==> config.mk <==
export PLATFORM = sky130hd
export DESIGN_NAME = vga_pixel_fetch
export DESIGN_NICKNAME = d
export VERILOG_FILES = /design/src/rtl/vga_pkg.sv /design/src/rtl/vga_delay_line.sv /design/src/rtl/vga_pixel_fetch.sv
export SDC_FILE = /design/constraint.sdc
export NUM_CORES = 1
export LEC_CHECK = 0
export CORE_AREA = 2 2 69 71
export CTS_CLUSTER_SIZE = 8
export DETAILED_ROUTE_END_ITERATION = 16
export DIE_AREA = 0 0 71 73
export HOLD_SLACK_MARGIN = 0.08
export PLACE_DENSITY_LB_ADDON = 0.12
export SKIP_CTS_REPAIR_TIMING = 1
export SYNTH_ARGS = -nofsm -noshare
export SYNTH_HDL_FRONTEND = slang
export SYNTH_SLANG_ARGS = --single-unit
==> constraint.sdc <==
create_clock -name clk -period 2.7 [get_ports clk]
set_clock_uncertainty 0.2 [all_clocks]
set_input_delay 0.81 -clock clk [delete_from_list [all_inputs] [get_ports clk]]
set_output_delay 0.81 -clock clk [all_outputs]
set_load 0.01 [all_outputs]
==> src/rtl/vga_pkg.sv <==
// Shared constants, swap FSM state type and address/bar helpers for the VGA pixel fetch path.
package vga_pkg;

  localparam int H_OFFSET     = 144;
  localparam int V_OFFSET     = 35;
  localparam int FRAME_WIDTH  = 640;
  localparam int FRAME_HEIGHT = 480;
  localparam int SRC_WIDTH    = 320;
  localparam int SRC_HEIGHT   = 240;
  localparam int FB_ADDR_W    = 17;

  typedef enum logic [0:0] {
    SWAP_IDLE    = 1'b0,
    SWAP_PENDING = 1'b1
  } swap_state_e;

  // 2x2 pixel doubling: each source pixel covers two screen columns and two screen lines.
  function automatic logic [FB_ADDR_W-1:0] fb_addr_of(input logic [9:0] hc,
                                                      input logic [9:0] vc);
    logic [FB_ADDR_W-1:0] x;
    logic [FB_ADDR_W-1:0] y;
    x = FB_ADDR_W'(hc) - FB_ADDR_W'(H_OFFSET);
    y = FB_ADDR_W'(vc) - FB_ADDR_W'(V_OFFSET);
    return (y >> 1) * FB_ADDR_W'(SRC_WIDTH) + (x >> 1);
  endfunction

  function automatic logic [2:0] bar_index(input logic [9:0] hc);
    logic [9:0] x;
    x = hc - 10'(H_OFFSET);
    return 3'(x / 10'd80);
  endfunction

endpackage

==> src/rtl/vga_delay_line.sv <==
// Fixed-depth shift register used to keep sync/flag side-band bits aligned with pixel data.
module vga_delay_line #(
  parameter int WIDTH = 1,
  parameter int DEPTH = 1
) (
  input  logic             clk,
  input  logic             rst_n,
  input  logic [WIDTH-1:0] i_d,
  output logic [WIDTH-1:0] o_q
);

  logic [WIDTH-1:0] r_pipe [DEPTH];

  always_ff @(posedge clk or negedge rst_n) begin
    if (!rst_n) begin
      for (int i = 0; i < DEPTH; i++) r_pipe[i] <= '0;
    end else begin
      r_pipe[0] <= i_d;
      for (int i = 1; i < DEPTH; i++) r_pipe[i] <= r_pipe[i-1];
    end
  end

  assign o_q = r_pipe[DEPTH-1];

endmodule

==> src/rtl/vga_pixel_fetch.sv <==
// Framebuffer pixel fetch for 640x480 VGA from a double-buffered 320x240 source, with vsync-locked bank swap.
// Optional colour-bar generator enabled by defining VGA_TEST_PATTERN_EN (adds pattern_sel input).
module vga_pixel_fetch
  import vga_pkg::*;
#(
  parameter int BRAM_LATENCY = 2,
  parameter int PIXEL_W      = 12
) (
  input  logic                 clk,
  input  logic                 rst_n,
  input  logic [9:0]           hcount,
  input  logic [9:0]           vcount,
  input  logic                 hsync_i,
  input  logic                 vsync_i,
  input  logic                 de_i,
`ifdef VGA_TEST_PATTERN_EN
  input  logic                 pattern_sel,
`endif
  output logic [FB_ADDR_W-1:0] fb_addr,
  output logic                 fb_buf,
  output logic                 fb_rd_en,
  input  logic [PIXEL_W-1:0]   fb_data,
  input  logic                 swap_req,
  output logic                 swap_ack,
  output logic [PIXEL_W-1:0]   rgb,
  output logic                 hsync_o,
  output logic                 vsync_o,
  output logic                 de_o,
  output swap_state_e          o_dbg_state
);

  localparam int PIPE_DEPTH = 1 + BRAM_LATENCY;
`ifdef VGA_TEST_PATTERN_EN
  localparam int DL_W = 7;
`else
  localparam int DL_W = 3;
`endif

  logic [FB_ADDR_W-1:0] r_fb_addr;
  logic                 r_fb_rd_en;
  logic                 r_fb_buf;
  logic                 r_swap_ack;
  logic                 r_vsync_prev;
  swap_state_e          r_state;
  swap_state_e          w_state_nxt;
  logic                 w_do_swap;
  logic                 w_vs_rise;
  logic [DL_W-1:0]      w_dl_d;
  logic [DL_W-1:0]      w_dl_q;
  logic                 w_hs_dly;
  logic                 w_vs_dly;
  logic                 w_de_dly;

  always_ff @(posedge clk or negedge rst_n) begin
    if (!rst_n) begin
      r_fb_addr  <= '0;
      r_fb_rd_en <= 1'b0;
    end else begin
      r_fb_addr  <= de_i ? fb_addr_of(hcount, vcount) : '0;
      r_fb_rd_en <= de_i;
    end
  end

  assign fb_addr  = r_fb_addr;
  assign fb_rd_en = r_fb_rd_en;

  // Side-band bits ride the same depth as address register + BRAM read so they meet fb_data.
`ifdef VGA_TEST_PATTERN_EN
  logic       w_pat_dly;
  logic [2:0] w_bar_dly;
  assign w_dl_d = {pattern_sel, bar_index(hcount), hsync_i, vsync_i, de_i};
  assign {w_pat_dly, w_bar_dly, w_hs_dly, w_vs_dly, w_de_dly} = w_dl_q;
`else
  assign w_dl_d = {hsync_i, vsync_i, de_i};
  assign {w_hs_dly, w_vs_dly, w_de_dly} = w_dl_q;
`endif

  vga_delay_line #(
    .WIDTH (DL_W),
    .DEPTH (PIPE_DEPTH)
  ) u_align (
    .clk   (clk),
    .rst_n (rst_n),
    .i_d   (w_dl_d),
    .o_q   (w_dl_q)
  );

  assign hsync_o = w_hs_dly;
  assign vsync_o = w_vs_dly;
  assign de_o    = w_de_dly;

  always_comb begin
    rgb = '0;
    if (w_de_dly) rgb = fb_data;
`ifdef VGA_TEST_PATTERN_EN
    if (w_de_dly && w_pat_dly)
      rgb = PIXEL_W'({{4{w_bar_dly[2]}}, {4{w_bar_dly[1]}}, {4{w_bar_dly[0]}}});
`endif
  end

  // Handshake: swap_req is a one-cycle pulse (no ready); swap_ack is a one-cycle pulse in the
  // cycle after the vsync rising edge that applied the swap, the same cycle fb_buf shows the new bank.
  assign w_vs_rise = vsync_i & ~r_vsync_prev;

  always_comb begin
    w_state_nxt = r_state;
    w_do_swap   = 1'b0;
    case (r_state)
      SWAP_IDLE: begin
        if (swap_req) begin
          if (w_vs_rise) w_do_swap = 1'b1;
          else           w_state_nxt = SWAP_PENDING;
        end
      end
      SWAP_PENDING: begin
        if (w_vs_rise) begin
          w_do_swap   = 1'b1;
          w_state_nxt = SWAP_IDLE;
        end
      end
    endcase
  end

  always_ff @(posedge clk or negedge rst_n) begin
    if (!rst_n) begin
      r_state      <= SWAP_IDLE;
      r_vsync_prev <= 1'b0;
      r_fb_buf     <= 1'b0;
      r_swap_ack   <= 1'b0;
    end else begin
      r_state      <= w_state_nxt;
      r_vsync_prev <= vsync_i;
      r_fb_buf     <= r_fb_buf ^ w_do_swap;
      r_swap_ack   <= w_do_swap;
    end
  end

  assign fb_buf      = r_fb_buf;
  assign swap_ack    = r_swap_ack;
  assign o_dbg_state = r_state;

endmodule

==> metrics.csv <==
stage,metric,value,unit
timing,grt_setup_unrepaired,true,
placement,place_area,3320,µm²
synth,syn-cell-area,2100,µm²
clocking,clock-sinks,29,
timing,fin_crit,3.90,ns
cells_and_area,nets,404,
timing,period_share,1.44,
clocking,clkSlewWorstSetupHoldPaths,0.06,ns
synth,synth_ff_type,dfrtp_1,
grt,grt_pass1_wl,7630,µm
timing,finalHoldViolCount,0,
synth,synthCells,207,
synth,ys_seq_elements,29,
synth,synth_area_per_cell,10.1,µm²
timing,worst_pin_slew,0.510,ns
synth,synth_area_leader_cell,dfrtp_1,
floorplanning,die_w,71,µm
floorplanning,core.rowCount,25,
hold_path,hold_path_class,reg2reg,
grt,grt_overflow,0,
cells_and_area,final_cell_area,3750,µm²
timing,setup_ws,-1.20,ns
power,vdd_ir_drop_max,0.000277,V
clocking,clock-root-buffer,clkbuf_8,
floorplanning,core,4540,µm²
routing,vias,1964,
placement,place_congestion,0.761,
clocking,cts_tree,yes,
placement,port_buffers,72,
placement,dp_hpwl,3900,µm
cells_and_area,syn_to_final_growth,78.8,%
timing,setup_violations,8,
floorplanning,dieHeight,73,µm
critical_path,path_max_fanout,4,
floorplanning,initial_core_util,0.462,
synth,synth_seq_area_share,0.346,
critical_path,cp-end-kind,flop,
routing,wirelength,5130,µm
timing,holdWs,0.148,ns
floorplanning,die_area,5180,µm²
routing,wire_per_inst,13.0,µm
critical_path,crit_type,in2reg,
cells_and_area,drive_above_1_share,0.339,
synth,synth_top_cell_area_share,0.346,
cells_and_area,fin_util,0.826,
clocking,h-tree-depth,2,
timing,relSlewSlack,0.659,
cells_and_area,diodes,0,
grt,grt_max_degree,30,
timing,fmax,257,MHz
critical_path,critPathArrivalTime,3.90,ns
power,p_leak,1.88,nW
critical_path,worstPathRequired,2.70,ns
critical_path,start_kind,primary input,
routing,avgViaCountPerCell,4.96,
synth,synth_area_leaders,"dfrtp_1 35%, ha_1 14%, and2_1 7.5%",
routing,drc,0,
clocking,clockBufferDepth,2,
synth,synthArstFlopShare,1.00,
clocking,cts_buffers,5,
routing,drt_pass1_iterations,5,
timing,final_max_slew_viol_count,0,
power,cellPowerDensity,564,nW/µm²
routing,drt_iter0_drc,60,
placement,post-place-ws,-1.93,ns
synth,synthesis.nets,270,
floorplanning,pin_count,74,
flow_run,drv_cap,0,
synth,ys_warn_count,0,
status,violations,setup timing,
synth,synth-edff-count,0,
status,outcome,"finished, violations left",
clocking,insertion_delay,0.27,ns
grt,antenna_found_initial,0,
routing,ant_nets,0,
grt,globalRouteTotalUtil,0.184,
grt,grt_pass1_vias,1815,
synth,synth.distinct_cells,39,
[cells by family after synthesis]
family,after synthesis,share of synthesized area
fa+ha+maj,25,0.156
simple gates,66,0.176
xor+xnor,27,0.119
buf+inv,13,0.0263
mux,4,0.0197
flops,29,0.346
compound gates,43,0.156
[state kept, by name, summed over array words and instances, names as in the netlist]
| name | cells |
|---|---|
| fb_addr | 17 |
| fb_buf | 1 |
| o_dbg_state | 1 |
| swap_ack | 1 |
| u_align.o_q | 3 |
| u_align.r_pipe | 6 |
[path summary, 6_finish.rpt]
| path | endpoint | cells past startpoint | start | slack [ns] |
|---|---|---|---|---|
| min in group asynchronous | fb_addr[4] | 2 | rst_n | 0.72 |
| setup / recovery | fb_addr[16] | 16 | vcount[1] | -1.20 |
| max in group asynchronous | fb_addr[2] | 2 | rst_n | 1.32 |
| hold reg to reg | u_align.o_q[1] | 0 | u_align.r_pipe[4] | 0.15 |
| setup reg to reg | fb_buf | 2 | u_align.r_pipe[7] | 1.53 |
| hold / removal | u_align.o_q[1] | 0 | u_align.r_pipe[4] | 0.15 |
[power breakdown]
part / switching (W) / internal [W]
Clock: 0.000156 / 0.000177
Combinational: 0.000520 / 0.000728
Sequential: 0.0000250 / 0.000509
Total: 0.000701 / 0.00141
[stage by stage]
stage               power, W  setup TNS [ns]  std cells
floorplan            0.00110           -6.40        207
global placement     0.00155          -15.41        377
detailed placement   0.00157          -16.01        377
CTS                  0.00191          -13.23        385
global route         0.00226           -7.38        396
finish               0.00212           -6.24        396
[cells in the final DEF, fill, tap and decap left out, drive strengths merged, types with 2 or more instances in the layout]
cell and n:
inv 8, nand2 9, or3 3, nor2 11, clkdlybuf4s50 50, xor2 10, clkinv 2, dlymetal6s2s 16
a211oi 4, xnor2 16, buf 63, nor3 3, o21bai 2, a21oi 12, fa 2, ha 23
a2111oi 3, clkbuf 8, o21a 2, mux2i 3, nand2b 5, o21ai 8, dfrtp 29, a21o 5
o22ai 2, nor2b 5, a21boi 2, nor3b 3, and2 25
[routing by layer]
metal	vias up	GRT usage	wire, µm
met5	-	0	0
met4	0	0.0734	102
met3	10	0.0414	320
met2	65	0.351	2740
met1	908	0.196	1970
li1	981	-	-
[synthesized netlist by cell type (3+ instances only)]
library cell   n
and2_1        25
a211oi_1       3
nor3b_1        3
a21oi_1       12
nor2_1        11
nand2b_1       5
mux2i_1        3
xor2_1        10
or3_1          3
inv_1          8
nor2b_1        5
ha_1          23
o21ai_0        8
nand2_1        9
a21o_1         5
dfrtp_1       29
xnor2_1       16
[cell type report]
class | count | area (µm²)
Multi-Input combinational cell | 165 | 1620
Timing Repair Buffer | 132 | 1220
Fill cell | 269 | 788
Sequential cell | 29 | 726
Clock buffer | 5 | 68.8
Tap cell | 54 | 67.6
Inverter | 8 | 30.0
Clock inverter | 3 | 17.5
[worst max-delay path, stage by stage]
cell       delay (ns)
buf_8            0.11
ha_4             0.17
o41ai_4          0.36
buf_4            0.19
xnor2_2          0.13
xor2_1           0.17
ha_1             0.29
a21o_1           0.22
a21oi_2          0.17
o21bai_1         0.08
a21oi_1          0.16
xnor2_1          0.09
ha_1             0.36
a2111oi_4        0.10
or3_1            0.38
a21boi_1         0.13
Power figures use the tool's default switching activity.
